### src/rtl/sar_if.sv
// sar_if: bundles the converter control, comparator and DAC switch signals of
// the SAR controller.
//   slave  modport : used by sar_logic (inputs en_i/soc_i/cmp_i, drives the rest)
//   master modport : used by whatever drives the controller (a sequencer or a bench)
// Signals:
//   en_i     converter enable, low aborts to idle
//   soc_i    start-of-conversion request
//   cmp_i    comparator decision, 1 = input >= DAC trial level
//   smpl_o   sample-switch control
//   cmp_en_o comparator strobe, one pulse per bit
//   swp_o    DAC P-side switch word, index 0 = MSB
//   swn_o    DAC N-side switch word, always ~swp_o
//   final_o  conversion complete
//   busy_o   controller not idle
//   ovr_o    sticky overrun: start request seen while busy
interface sar_if #(
   parameter int NBIT = 10
);
   logic            en_i;
   logic            soc_i;
   logic            cmp_i;
   logic            smpl_o;
   logic            cmp_en_o;
   logic [0:NBIT-1] swp_o;
   logic [0:NBIT-1] swn_o;
   logic            final_o;
   logic            busy_o;
   logic            ovr_o;

   modport slave (
      input  en_i, soc_i, cmp_i,
      output smpl_o, cmp_en_o, swp_o, swn_o, final_o, busy_o, ovr_o
   );

   modport master (
      output en_i, soc_i, cmp_i,
      input  smpl_o, cmp_en_o, swp_o, swn_o, final_o, busy_o, ovr_o
   );
endinterface

### src/rtl/sar_logic.sv
// sar_logic: synchronous successive-approximation controller for the SAR ADC.
// A start request samples the input for SAMPLE_CYCLES, then resolves one bit per
// SETTLE_CYCLES+2 step, MSB first, from the comparator decision, freezes the
// code for one cycle and raises final_o for FINAL_CYCLES cycles.
// Ports:
//   clk_i  system clock, all state on the rising edge
//   rst_i  synchronous reset, active high, highest priority
//   bus    sar_if slave modport (control, comparator and DAC switch words)
// Every output is a flop; nothing combinational reaches the outputs.
module sar_logic #(
   parameter int NBIT          = 10,
   parameter int SAMPLE_CYCLES = 2,
   parameter int SETTLE_CYCLES = 1,
   parameter int FINAL_CYCLES  = 2
) (
   input  logic clk_i,
   input  logic rst_i,
   sar_if.slave bus
);

   localparam int STEP_CYCLES = SETTLE_CYCLES + 2;
   localparam int CMAX_A      = (SAMPLE_CYCLES > STEP_CYCLES) ? SAMPLE_CYCLES : STEP_CYCLES;
   localparam int CMAX        = (CMAX_A > FINAL_CYCLES) ? CMAX_A : FINAL_CYCLES;
   localparam int CW          = (CMAX > 1) ? $clog2(CMAX) : 1;
   localparam int BW          = (NBIT > 1) ? $clog2(NBIT) : 1;

   localparam logic [CW-1:0] SMP_LAST  = CW'(SAMPLE_CYCLES - 1);
   localparam logic [CW-1:0] STEP_LAST = CW'(STEP_CYCLES - 1);
   localparam logic [CW-1:0] STROBE    = CW'(SETTLE_CYCLES);
   localparam logic [CW-1:0] FIN_LAST  = CW'(FINAL_CYCLES - 1);
   localparam logic [BW-1:0] BIT_LAST  = BW'(NBIT - 1);

   typedef enum logic [2:0] {
      IDLE,
      SAMPLE,
      CONVERT,
      HOLD,
      DONE
   } state_t;

   state_t          state_q, state_d;
   logic [CW-1:0]   cnt_q, cnt_d;      // cycles spent in the current phase / bit step
   logic [BW-1:0]   bit_q, bit_d;      // bit under trial, 0 = MSB
   logic [0:NBIT-1] swp_q, swp_d;
   logic [0:NBIT-1] swn_q;
   logic            ovr_q, ovr_d;
   logic            smpl_q, cmp_en_q, final_q, busy_q;
   logic            cmp_en_d;
   logic [BW-1:0]   bit_nxt;

   assign bit_nxt = bit_q + BW'(1);

   // NOTE: every variable gets its default before the case so that no path
   // leaves one unassigned and infers a latch.
   always_comb begin
      state_d = state_q;
      cnt_d   = cnt_q;
      bit_d   = bit_q;
      swp_d   = swp_q;
      ovr_d   = ovr_q;

      if (!bus.en_i) begin
         // Abort: drop to idle with a cleared DAC word; overrun history is kept.
         state_d = IDLE;
         cnt_d   = '0;
         bit_d   = '0;
         swp_d   = '0;
      end else begin
         // A request while busy is never accepted, only flagged.
         if (state_q != IDLE && bus.soc_i) ovr_d = 1'b1;

         case (state_q)
            IDLE: begin
               if (bus.soc_i) begin
                  state_d = SAMPLE;
                  cnt_d   = '0;
                  swp_d   = '0;
                  ovr_d   = 1'b0;
               end
            end
            SAMPLE: begin
               if (cnt_q == SMP_LAST) begin
                  state_d  = CONVERT;
                  cnt_d    = '0;
                  bit_d    = '0;
                  swp_d[0] = 1'b1;       // MSB trial
               end else begin
                  cnt_d = cnt_q + CW'(1);
               end
            end
            CONVERT: begin
               if (cnt_q == STEP_LAST) begin
                  // Comparator is only looked at in the last cycle of the step.
                  swp_d[bit_q] = bus.cmp_i;
                  cnt_d        = '0;
                  if (bit_q == BIT_LAST) begin
                     state_d = HOLD;
                  end else begin
                     bit_d          = bit_nxt;
                     swp_d[bit_nxt] = 1'b1;
                  end
               end else begin
                  cnt_d = cnt_q + CW'(1);
               end
            end
            HOLD: begin
               // One cycle with the code frozen before final_o rises.
               state_d = DONE;
               cnt_d   = '0;
            end
            DONE: begin
               if (cnt_q == FIN_LAST) begin
                  state_d = IDLE;
                  cnt_d   = '0;
               end else begin
                  cnt_d = cnt_q + CW'(1);
               end
            end
            default: begin
               state_d = IDLE;
               cnt_d   = '0;
               bit_d   = '0;
            end
         endcase
      end

      // Strobe is registered from the next step count so it is high exactly
      // during cycle SETTLE_CYCLES of each bit step.
      cmp_en_d = (state_d == CONVERT) && (cnt_d == STROBE);
   end

   // NOTE: sequential state uses non-blocking assignments so all flops update
   // from the same pre-edge values.
   always_ff @(posedge clk_i) begin
      // NOTE: synchronous reset covers every flop here; there is no memory
      // array that would be left unreset.
      if (rst_i) begin
         state_q  <= IDLE;
         cnt_q    <= '0;
         bit_q    <= '0;
         swp_q    <= '0;
         swn_q    <= '1;
         ovr_q    <= 1'b0;
         smpl_q   <= 1'b0;
         cmp_en_q <= 1'b0;
         final_q  <= 1'b0;
         busy_q   <= 1'b0;
      end else begin
         state_q  <= state_d;
         cnt_q    <= cnt_d;
         bit_q    <= bit_d;
         swp_q    <= swp_d;
         swn_q    <= ~swp_d;
         ovr_q    <= ovr_d;
         smpl_q   <= (state_d == SAMPLE);
         cmp_en_q <= cmp_en_d;
         final_q  <= (state_d == DONE);
         busy_q   <= (state_d != IDLE);
      end
   end

   assign bus.smpl_o   = smpl_q;
   assign bus.cmp_en_o = cmp_en_q;
   assign bus.swp_o    = swp_q;
   assign bus.swn_o    = swn_q;
   assign bus.final_o  = final_q;
   assign bus.busy_o   = busy_q;
   assign bus.ovr_o    = ovr_q;

endmodule

### src/flat_wrapper.sv
// flat-port wrapper written by rule: the top's interface ports become plain ports
module sar_logic_flat 
#(
   parameter int NBIT          = 10,
   parameter int SAMPLE_CYCLES = 2,
   parameter int SETTLE_CYCLES = 1,
   parameter int FINAL_CYCLES  = 2
)
  (clk_i, rst_i, bus_en_i, bus_soc_i, bus_cmp_i, bus_smpl_o, bus_cmp_en_o, bus_swp_o, bus_swn_o, bus_final_o, bus_busy_o, bus_ovr_o);
  sar_if #(.NBIT(NBIT)) bus_i ();
  input  logic clk_i;
  input  logic rst_i;
  input wire logic [$bits(bus_i.en_i)-1:0] bus_en_i;
  input wire logic [$bits(bus_i.soc_i)-1:0] bus_soc_i;
  input wire logic [$bits(bus_i.cmp_i)-1:0] bus_cmp_i;
  output wire logic [$bits(bus_i.smpl_o)-1:0] bus_smpl_o;
  output wire logic [$bits(bus_i.cmp_en_o)-1:0] bus_cmp_en_o;
  output wire logic [$bits(bus_i.swp_o)-1:0] bus_swp_o;
  output wire logic [$bits(bus_i.swn_o)-1:0] bus_swn_o;
  output wire logic [$bits(bus_i.final_o)-1:0] bus_final_o;
  output wire logic [$bits(bus_i.busy_o)-1:0] bus_busy_o;
  output wire logic [$bits(bus_i.ovr_o)-1:0] bus_ovr_o;
  assign bus_i.en_i = bus_en_i;
  assign bus_i.soc_i = bus_soc_i;
  assign bus_i.cmp_i = bus_cmp_i;
  assign bus_smpl_o = bus_i.smpl_o;
  assign bus_cmp_en_o = bus_i.cmp_en_o;
  assign bus_swp_o = bus_i.swp_o;
  assign bus_swn_o = bus_i.swn_o;
  assign bus_final_o = bus_i.final_o;
  assign bus_busy_o = bus_i.busy_o;
  assign bus_ovr_o = bus_i.ovr_o;
  sar_logic #(.NBIT(NBIT), .SAMPLE_CYCLES(SAMPLE_CYCLES), .SETTLE_CYCLES(SETTLE_CYCLES), .FINAL_CYCLES(FINAL_CYCLES)) u_core (.clk_i(clk_i), .rst_i(rst_i), .bus(bus_i));
endmodule
### config.mk
export PLATFORM = sky130hd
export DESIGN_NAME = sar_logic_flat
export DESIGN_NICKNAME = d
export VERILOG_FILES = /design/src/rtl/sar_if.sv /design/src/rtl/sar_logic.sv /design/src/flat_wrapper.sv
export SDC_FILE = /design/constraint.sdc
export NUM_CORES = 1
export LEC_CHECK = 0
export CAP_MARGIN = 25
export CORE_UTILIZATION = 57
export DETAILED_ROUTE_END_ITERATION = 10
export GPL_TIMING_DRIVEN = 0
export PLACE_DENSITY = 0.91
export SLEW_MARGIN = 20
export SYNTH_ARGS = -nofsm -noshare
export SYNTH_HDL_FRONTEND = slang
export SYNTH_SLANG_ARGS = --single-unit
### constraint.sdc
create_clock -name clk_i -period 5.1 [get_ports clk_i]
set_clock_uncertainty 0.1 [all_clocks]
set_input_delay 0.51 -clock clk_i [delete_from_list [all_inputs] [get_ports clk_i]]
set_output_delay 0.51 -clock clk_i [all_outputs]
set_load 0.05 [all_outputs]
==> run summary, run 1 <==
Cells after Synth: 221
Crit path max-delay family: simple AND/OR/NAND/NOR gates
routability cong.: 0.904
wire per inst: 15.3 um
max_cap viols: 0
Synth Net Count: 233
Ant. Diodes: 0
highest ir drop seen on vdd: 0.154 mV
root buffer cell: clkbuf_4
Boundary Pins: 30
internal power: 345 uW
DRC errors left: 0
final worst slack: 2.78 ns
Worst-Margin Slew: 0.551 ns
Logic pwr share: 7.3%
share of post-route cells with drive strength above 1: 11.3%
outcome: finished, final reports clean
final WL: 4590 um
dpl hpwl: 3350 um
Required @ worst endpoint: 5.22 ns
final total power: 458 uW
R2R cell count: 7
Synth Flop Type: dfxtp_1
Die ar.: 0.00351 mm2
Die W: 59.3 um
Crit path depth: 7
switching portion of total power: 24.6%
Reg power frac: 58.5%
total CTS buffers: 5
die height: 59.3 um
CP cell instances: ha_1 -> buf_4 -> nor2b_1 -> a21oi_1 -> o32ai_2 -> a221oi_1 -> or4_1
Area growth, synth to finish: 21.1%
global route overflow: 0
Lkg Pwr: 0.848 nW
Worst path max stage delay: 0.53 ns
DR iter-0 viols: 134
ANT nets after route: 0
worst slack, placed: 2.62 ns
critical-path maximum fanout: 10
clock share of power: 34.2%
critical path class: flip-flop to flip-flop
CP Capture Type: flip-flop
nets: 268
Max Root-Sink Buffers: 2
post-cts sizing count: 0
Worst-Skew Late Latency: 0.34 ns
# clock sinks: 34
# setup viols final: 0
final worst path period share: 45.4%
Post-synth EDFFs: 0
Final Hold Fails: 0
count of pins over their slew limit: 0
initial antenna violation count: 0
global-route wire length before repair: 7270 um
Net Sw Power: 113 uW
routed vias/inst: 5.99
Total GRT Usage: 28.4%
clk slew on worst S/H paths: 0.10 ns
Post-synth ARST share: 0%
htree depth: 2
hold buffer count at CTS: 0
Critical Path AT: 2.44 ns
Netlist cell types: 53
hold depth: 2
RSZ-0062 raised after global routing: no
I/O Buffers: 28
Netlist Area Pre-Place: 0.00187 mm2
Initial DRT Pass Iterations: 5
slowest CP cell: dfxtp_1
Post-CTS Setup Bufs: 0
sequential area share after synthesis: 36.4%
Initial Utilization: 60.8%
via count: 1802
vias in the first global route: 1612
pin count of the biggest net entering global routing: 11
CTS tree: built
maximum achievable frequency: 431 MHz
Buf/Inv on CP: 1
Syn Area/Cell: 8.46 um2
Ys Warns: 0
pwr dens: 202 mW/mm2
Slew Limit Headroom: 62.8%
# rows: 20
core footprint: 0.00308 mm2
type of the worst min-delay path: flip-flop to flip-flop
Total Neg Setup Slack: 0 ns
Yosys reg bits: 34
Final Critical Period: 2.32 ns
Critical Path Source Type: flip-flop
post-layout util: 73.6%
-- cell families (layout without fill, tap and decap cells) --
family,Yosys count,count (layout),synth area share (%)
buf+inv,21,57,5.15
compound gates,67,67,25.8
fa+ha+maj,7,7,4.68
mux,6,6,3.41
simple gates,86,86,24.6
flops,34,34,36.4
-- stage by stage --
step / hold WS, ns / area, um2 / instances
after global routing: 0.481 / 2270 / 301
after CTS: 0.432 / 2270 / 301
after global placement: 0.405 / 2210 / 293
after floorplan: 0.419 / 1870 / 221
final: 0.435 / 2270 / 301
after detailed placement: 0.417 / 2210 / 293
-- Yosys cell counts (4+ instances only) --
library cell  instances  share of area, %
nand3b_1              4               1.6
ha_1                  7               4.7
nor3_1                7               1.9
nor2b_1               6               2.0
a311oi_1              4               1.9
o21ai_1               5               1.3
nor2_1                9               1.8
a211oi_1              4               1.6
a22o_1                6               2.8
nand2b_1              5               1.7
dfxtp_1              34                36
nand3_1               6               1.6
nand2_1              26               5.2
clkbuf_1              5               1.0
a21o_1                4               1.6
and3_1                5               1.7
o21ai_0               5               1.3
buf_2                 5               1.3
inv_1                 6               1.2
a21oi_1              17               4.5
-- power by group through the flow --
stage / clock network (mW) / registers, mW / logic, mW
after global routing: 0.168 / 0.269 / 0.0357
after CTS: 0.159 / 0.268 / 0.0327
after detailed placement: 0 / 0.274 / 0.0326
after floorplan: 0 / 0.279 / 0.0167
final: 0.157 / 0.268 / 0.0332
after global placement: 0 / 0.274 / 0.0318
-- flip-flops by register name, summed over array words and instances (netlist names), named ones only --
name                 count
u_core.bus.final_o       1
u_core.bit_q             4
u_core.bus.smpl_o        1
u_core.bus.busy_o        1
u_core.bus.swp_o        10
u_core.bus.swn_o        10
u_core.state_q           3
u_core.bus.cmp_en_o      1
u_core.cnt_q             2
-- cell usage in the layout, fill, tap and decap left out, drive strengths merged, types with 5 or more instances in the layout --
cell           count
inv                7
o21ai             11
a21oi             17
and3               6
nor2              11
clkbuf            12
dfxtp             34
a22o               6
nand2             27
clkdlybuf4s50     28
nor2b              8
ha                 7
nor3               7
nand3              6
buf                9
nand2b             5
-- final timing paths --
kind | start | end | slack [ns]
min | flip-flop | flip-flop | 0.44
max | u_core.bit_q[1]$_SDFFE_PP0P_ | u_core.bus.swn_o[6]$_SDFF_PP1_ | 2.78
min reg2reg | flip-flop | flip-flop | 0.44
max reg2reg | u_core.bit_q[1]$_SDFFE_PP0P_ | u_core.bus.swn_o[6]$_SDFF_PP1_ | 2.78
-- worst min-delay path: cells and delay by family, from the launching register on --
kind | cells | cell delay [ns]
compound gates | 2 | 0.17
flops | 1 | 0.32
-- metal layers --
| metal | track usage (%) | routed length, um |
|---|---|---|
| met1 | 36.9 | 2050 |
| met2 | 44.5 | 2090 |
| met3 | 8.08 | 355 |
| met4 | 10.9 | 93 |
| met5 | 0 | 0 |
-- cell type report --
| cell class | count | area [um2] |
|---|---|---|
| multi-input combinational | 166 | 1090 |
| fill | 250 | 812 |
| sequential | 34 | 681 |
| timing repair buffer | 28 | 280 |
| buffer | 14 | 70.1 |
| clock buffer | 7 | 55.1 |
| tap | 44 | 55.1 |
| inverter | 7 | 26.3 |
| clock inverter | 1 | 5.00 |
(Power assumes the default switching activity.)
==> run 2, diff against run 1 <==
- CORE_UTILIZATION: 57 -> 48
- PLACE_DENSITY: 0.91 -> 0.83
- clock period: 5.1 -> 1.9 ns (I/O delays scaled with it)
==> run 2 against run 1 <==
- setup slack lost 2.8 ns
- largest cell class unchanged
- first-iteration DRC count is 22% lower
- highest routed layer unchanged
- via count up 1.7%
==> run summary, run 2 (same netlist as run 1, synthesis figures left out) <==
outcome: finished, final reports clean
dpl hpwl: 3150 um
Worst R2R Setup Slack: 0.03 ns
met1 Use GR: 31.8%
Crit path max-delay family: simple AND/OR/NAND/NOR gates
# clock sinks: 34
Area growth, synth to finish: 29.2%
RSZ-0062 raised after global routing: yes
max_cap viols: 0
Worst-Margin Slew: 0.534 ns
Layout Cell Area excl Fill: 0.00242 mm2
global route overflow: 0
wire per inst: 14.8 um
I/O Buffers: 28
Final Hold Fails: 0
via count: 1832
Initial Utilization: 50.7%
critical-path maximum fanout: 7
commonest non-fill, non-tap cell in the layout: dfxtp_1
Boundary Pins: 30
root buffer cell: clkbuf_8
Critical Path Source Type: flip-flop
nets: 274
count of pins over their slew limit: 0
type of the worst min-delay path: input pin to flip-flop
Worst-Skew Late Latency: 0.29 ns
Area after DPL: 0.00221 mm2
critical path class: flip-flop to flip-flop
Buf/Inv on CP: 1
CTS tree: built
met3 Use GR: 5.28%
final worst path period share: 98.4%
met2 Use GR: 35.3%
hold depth: 3
hold path start: bus_soc_i
htree depth: 2
Critical Path AT: 1.94 ns
CP Capture Type: flip-flop
CP cell instances: ha_1 -> buf_6 -> or2_4 -> o21ai_2 -> o2bb2ai_4 -> a311oi_2 -> or3_1
most frequent cells in the layout: dfxtp_1 (32), clkdlybuf4s50_1 (28), nand2_1 (25)
global-route wire length before repair: 7510 um
Final Critical Period: 1.87 ns
pin count of the biggest net entering global routing: 11
Required @ worst endpoint: 1.97 ns
Worst path max stage delay: 0.36 ns
RR Endpoint: u_core.bus.swn_o[0]$_SDFF_PP1_
clk slew on worst S/H paths: 0.06 ns
core footprint: 0.00369 mm2
share of post-route cells with drive strength above 1: 18.7%
initial antenna violation count: 0
R2R cell count: 7
die height: 64.4 um
routed vias/inst: 5.91
Die ar.: 0.00415 mm2
# setup viols final: 0
Max Root-Sink Buffers: 2
final WL: 4600 um
hold buffer count at CTS: 0
DRC errors left: 0
DR iter-0 viols: 105
Ant. Diodes: 0
pwr dens: 537 mW/mm2
Initial DRT Pass Iterations: 4
highest ir drop seen on vdd: 0.374 mV
routability cong.: 0.948
reg2reg start: u_core.bit_q[1]$_SDFFE_PP0P_
Die W: 64.4 um
post-layout util: 65.5%
total CTS buffers: 5
maximum achievable frequency: 535 MHz
Slew Limit Headroom: 64.3%
Total GRT Usage: 23.2%
GR peak layer: met2
slowest CP cell: dfxtp_4
ANT nets after route: 0
vias in the first global route: 1582
Lkg Pwr: 0.901 nW
# rows: 22
[run 2: what timing repair did]
item	4_1_cts	5_1_grt
buffers inserted	5	2
gates resized for setup	13	7
setup endpoints to repair	16	8
pin swaps	7	4
[run 2: power by group]
group	switching (mW)	internal (mW)
logic	0.0584	0.0314
clock network	0.239	0.252
registers	0.00289	0.715
[run 2: per-stage QoR]
stage / setup slack [ns] / TNS, ns / hold WS (ns) / cells / power, mW
2_1_floorplan: 0.0000143 / 0 / 0.162 / 221 / 0.793
3_3_place_gp: -0.342 / -2.10 / 0.401 / 297 / 0.823
3_5_place_dp: -0.338 / -2.41 / 0.416 / 297 / 0.824
4_1_cts: 0.0123 / 0 / 0.257 / 308 / 1.31
5_1_grt: -0.0144 / -0.0271 / 0.330 / 310 / 1.36
6_report: 0.0305 / 0 / 0.253 / 310 / 1.30
[run 2: how the worst max path moves through the flow]
stage	to	from	depth (start not counted)
6_report	u_core.bus.swn_o[0]$_SDFF_PP1_	u_core.bit_q[1]$_SDFFE_PP0P_	7
5_1_grt	u_core.bus.swn_o[0]$_SDFF_PP1_	u_core.cnt_q[0]$_SDFF_PP0_	5
4_1_cts	u_core.bus.swp_o[0]$_SDFF_PP0_	u_core.bit_q[0]$_SDFFE_PP0P_	8
3_3_place_gp	u_core.bus.swn_o[0]$_SDFF_PP1_	bus_en_i	5
3_5_place_dp	u_core.bus.swn_o[0]$_SDFF_PP1_	bus_en_i	5
2_1_floorplan	u_core.bus.swn_o[6]$_SDFF_PP1_	u_core.bit_q[0]$_SDFFE_PP0P_	7
[run 2: area by class of cell]
class / count / area (um2)
plain buffers: 13 / 71.3
clock buffers: 7 / 76.3
fillers: 334 / 1270
inverters: 7 / 26.3
multi-input cells: 166 / 1160
flip-flops and latches: 34 / 688
well taps: 48 / 60.1
repair buffers: 35 / 333
[run 2: worst reg2reg max path, stage by stage, from the launching register on]
cell,delay [ns]
dfxtp_4,0.36
ha_1,0.19
buf_6,0.13
or2_4,0.25
o21ai_2,0.09
o2bb2ai_4,0.18
a311oi_2,0.14
or3_1,0.31
[run 2: layer usage]
metal | share of wire (%) | wire length, um
met5 | 0 | 0
met2 | 46 | 2090
met4 | 1.9 | 89
met3 | 5.7 | 264
met1 | 47 | 2150
==> run 3, diff against run 2 <==
--- a/config.mk
+++ b/config.mk
@@ -7,4 +7,5 @@
 export LEC_CHECK = 0
 export CAP_MARGIN = 25
+export CORE_MARGIN = 5
 export CORE_UTILIZATION = 48
 export DETAILED_ROUTE_END_ITERATION = 10
--- a/constraint.sdc
+++ b/constraint.sdc
@@ -3,3 +3,3 @@
 set_input_delay 0.19 -clock clk_i [delete_from_list [all_inputs] [get_ports clk_i]]
 set_output_delay 0.19 -clock clk_i [all_outputs]
-set_load 0.05 [all_outputs]
+set_load 0.005 [all_outputs]
==> run 3 against run 2 <==
- critical path depth did not move
- setup slack got worse by 0.014 ns
- register-to-register slack barely moved
- count of clock-buffer cells in the layout did not move
- core utilization rose by 1.3 points
- die area rose by 26%
- worst hold slack improved by 0.0087 ns
- wire length rose by 4.5%
- highest routed layer unchanged
==> run summary, run 3 (same netlist as run 1, synthesis figures left out) <==
nets: 276
Die ar.: 0.00525 mm2
vias in the first global route: 1694
Max Root-Sink Buffers: 2
Required @ worst endpoint: 1.96 ns
Worst-Skew Late Latency: 0.29 ns
Final Critical Period: 1.88 ns
outcome: finished, final reports clean
Initial DRT Pass Iterations: 4
# rows: 22
Critical Path AT: 1.95 ns
R2R cell count: 7
CP Capture Type: flip-flop
RR Endpoint: u_core.bus.swn_o[6]$_SDFF_PP1_
# clock sinks: 34
Slew Limit Headroom: 65.8%
pwr dens: 520 mW/mm2
hold path start: bus_soc_i
routability cong.: 0.913
dpl hpwl: 3300 um
met3 wire len: 334 um
Net Sw Power: 294 uW
global route overflow: 0
switching portion of total power: 22.7%
DR top layer: met4
Initial Utilization: 50.3%
Critical Path Source Type: flip-flop
ANT nets after route: 0
Die W: 72.4 um
final worst path period share: 99.1%
initial antenna violation count: 0
Lkg Pwr: 0.915 nW
internal power: 998 uW
CTS tree: built
share of post-route cells with drive strength above 1: 20.8%
Post-Route M1 WL: 2140 um
maximum achievable frequency: 531 MHz
wire per inst: 15.4 um
global-route wire length before repair: 7880 um
I/O Buffers: 28
# setup viols final: 0
Non-Filler Instances: 312
critical path class: flip-flop to flip-flop
count of pins over their slew limit: 0
RSZ-0062 raised after global routing: yes
htree depth: 2
Area growth, synth to finish: 32.7%
most frequent cells in the layout: dfxtp_1 (31), clkdlybuf4s50_1 (28), nand2_1 (25)
root buffer cell: clkbuf_8
Inst Count DP: 297
Logic pwr share: 6.1%
highest ir drop seen on vdd: 0.426 mV
Total GRT Usage: 19.0%
via count: 1839
clk slew on worst S/H paths: 0.07 ns
met2 wire len: 2250 um
Reg power frac: 55.5%
max_cap viols: 0
die height: 72.4 um
core footprint: 0.00372 mm2
DRC errors left: 0
critical-path maximum fanout: 8
clock share of power: 38.4%
Total Neg Setup Slack: 0 ns
Worst R2R Setup Slack: 0.02 ns
commonest non-fill, non-tap cell in the layout: dfxtp_1
Boundary Pins: 30
final WL: 4800 um
type of the worst min-delay path: input pin to flip-flop
hold depth: 3
routed vias/inst: 5.89
reg2reg start: u_core.bit_q[0]$_SDFFE_PP0P_
total CTS buffers: 5
Ant. Diodes: 0
Worst-Margin Slew: 0.514 ns
DR iter-0 viols: 170
Final Hold Fails: 0
pin count of the biggest net entering global routing: 11
-- run 3: area by class of cell --
cell class / count / area [um2]
Fill cell: 294 / 1230
Buffer: 13 / 71.3
Tap cell: 48 / 60.1
Multi-Input combinational cell: 166 / 1190
Clock buffer: 7 / 76.3
Inverter: 7 / 30.0
Sequential cell: 34 / 689
Timing Repair Buffer: 37 / 360
-- run 3: worst max-delay path: stages, from the launching register on --
cell,delay [ns]
dfxtp_4,0.39
ha_4,0.14
buf_6,0.12
nor2b_4,0.15
a21oi_2,0.04
o32ai_2,0.17
a221oi_2,0.13
or4_1,0.51
-- run 3: power by group through the flow --
stage          Combinational (mW)  Sequential [mW]  Clock [mW]
2_1_floorplan              0.0448            0.736           0
3_3_place_gp               0.0752            0.736           0
3_5_place_dp               0.0758            0.736           0
4_1_cts                    0.0775            0.718       0.510
5_1_grt                    0.0853            0.718       0.543
6_report                   0.0782            0.718       0.496
-- run 3: what timing repair did --
item | in CTS | in global routing
endpoints found under the hold margin | 0 | 0
hold buffers | 0 | 0
pin swaps | 8 | 9
setup endpoints to repair | 16 | 17
buffers inserted | 1 | 8
resized for setup | 12 | 15
-- run 3: metal layers --
layer	track usage (%)	up-vias
met1	25.8	869
met5	0	-
met4	7.58	0
met2	29.2	57
li1	-	907
met3	4.29	6
-- run 3: worst max-delay path by stage --
stage / slack, ns / cells past startpoint / from / end
finish: 0.02 / 7 / u_core.bit_q[0]$_SDFFE_PP0P_ / u_core.bus.swn_o[6]$_SDFF_PP1_
detailed placement: -0.31 / 5 / bus_en_i / u_core.bus.swn_o[0]$_SDFF_PP1_
global placement: -0.30 / 5 / bus_en_i / u_core.bus.swn_o[0]$_SDFF_PP1_
floorplan: 0.01 / 7 / u_core.bit_q[0]$_SDFFE_PP0P_ / u_core.bus.swn_o[6]$_SDFF_PP1_
CTS: 0.002 / 7 / u_core.bit_q[0]$_SDFFE_PP0P_ / u_core.bus.swn_o[0]$_SDFF_PP1_
global route: -0.05 / 7 / u_core.bit_q[0]$_SDFFE_PP0P_ / u_core.bus.swn_o[6]$_SDFF_PP1_
-- run 3: through the flow --
stage	cell area (um2)	worst slack, ns	power (mW)	util, %	hold WS (ns)
after CTS	2350	0.00166	1.30	63.2	0.252
after global routing	2480	-0.0513	1.35	66.8	0.272
after global placement	2210	-0.297	0.811	59.5	0.404
final	2480	0.0164	1.29	66.8	0.261
after floorplan	1870	0.0128	0.781	-	0.162
after detailed placement	2210	-0.309	0.812	59.5	0.414
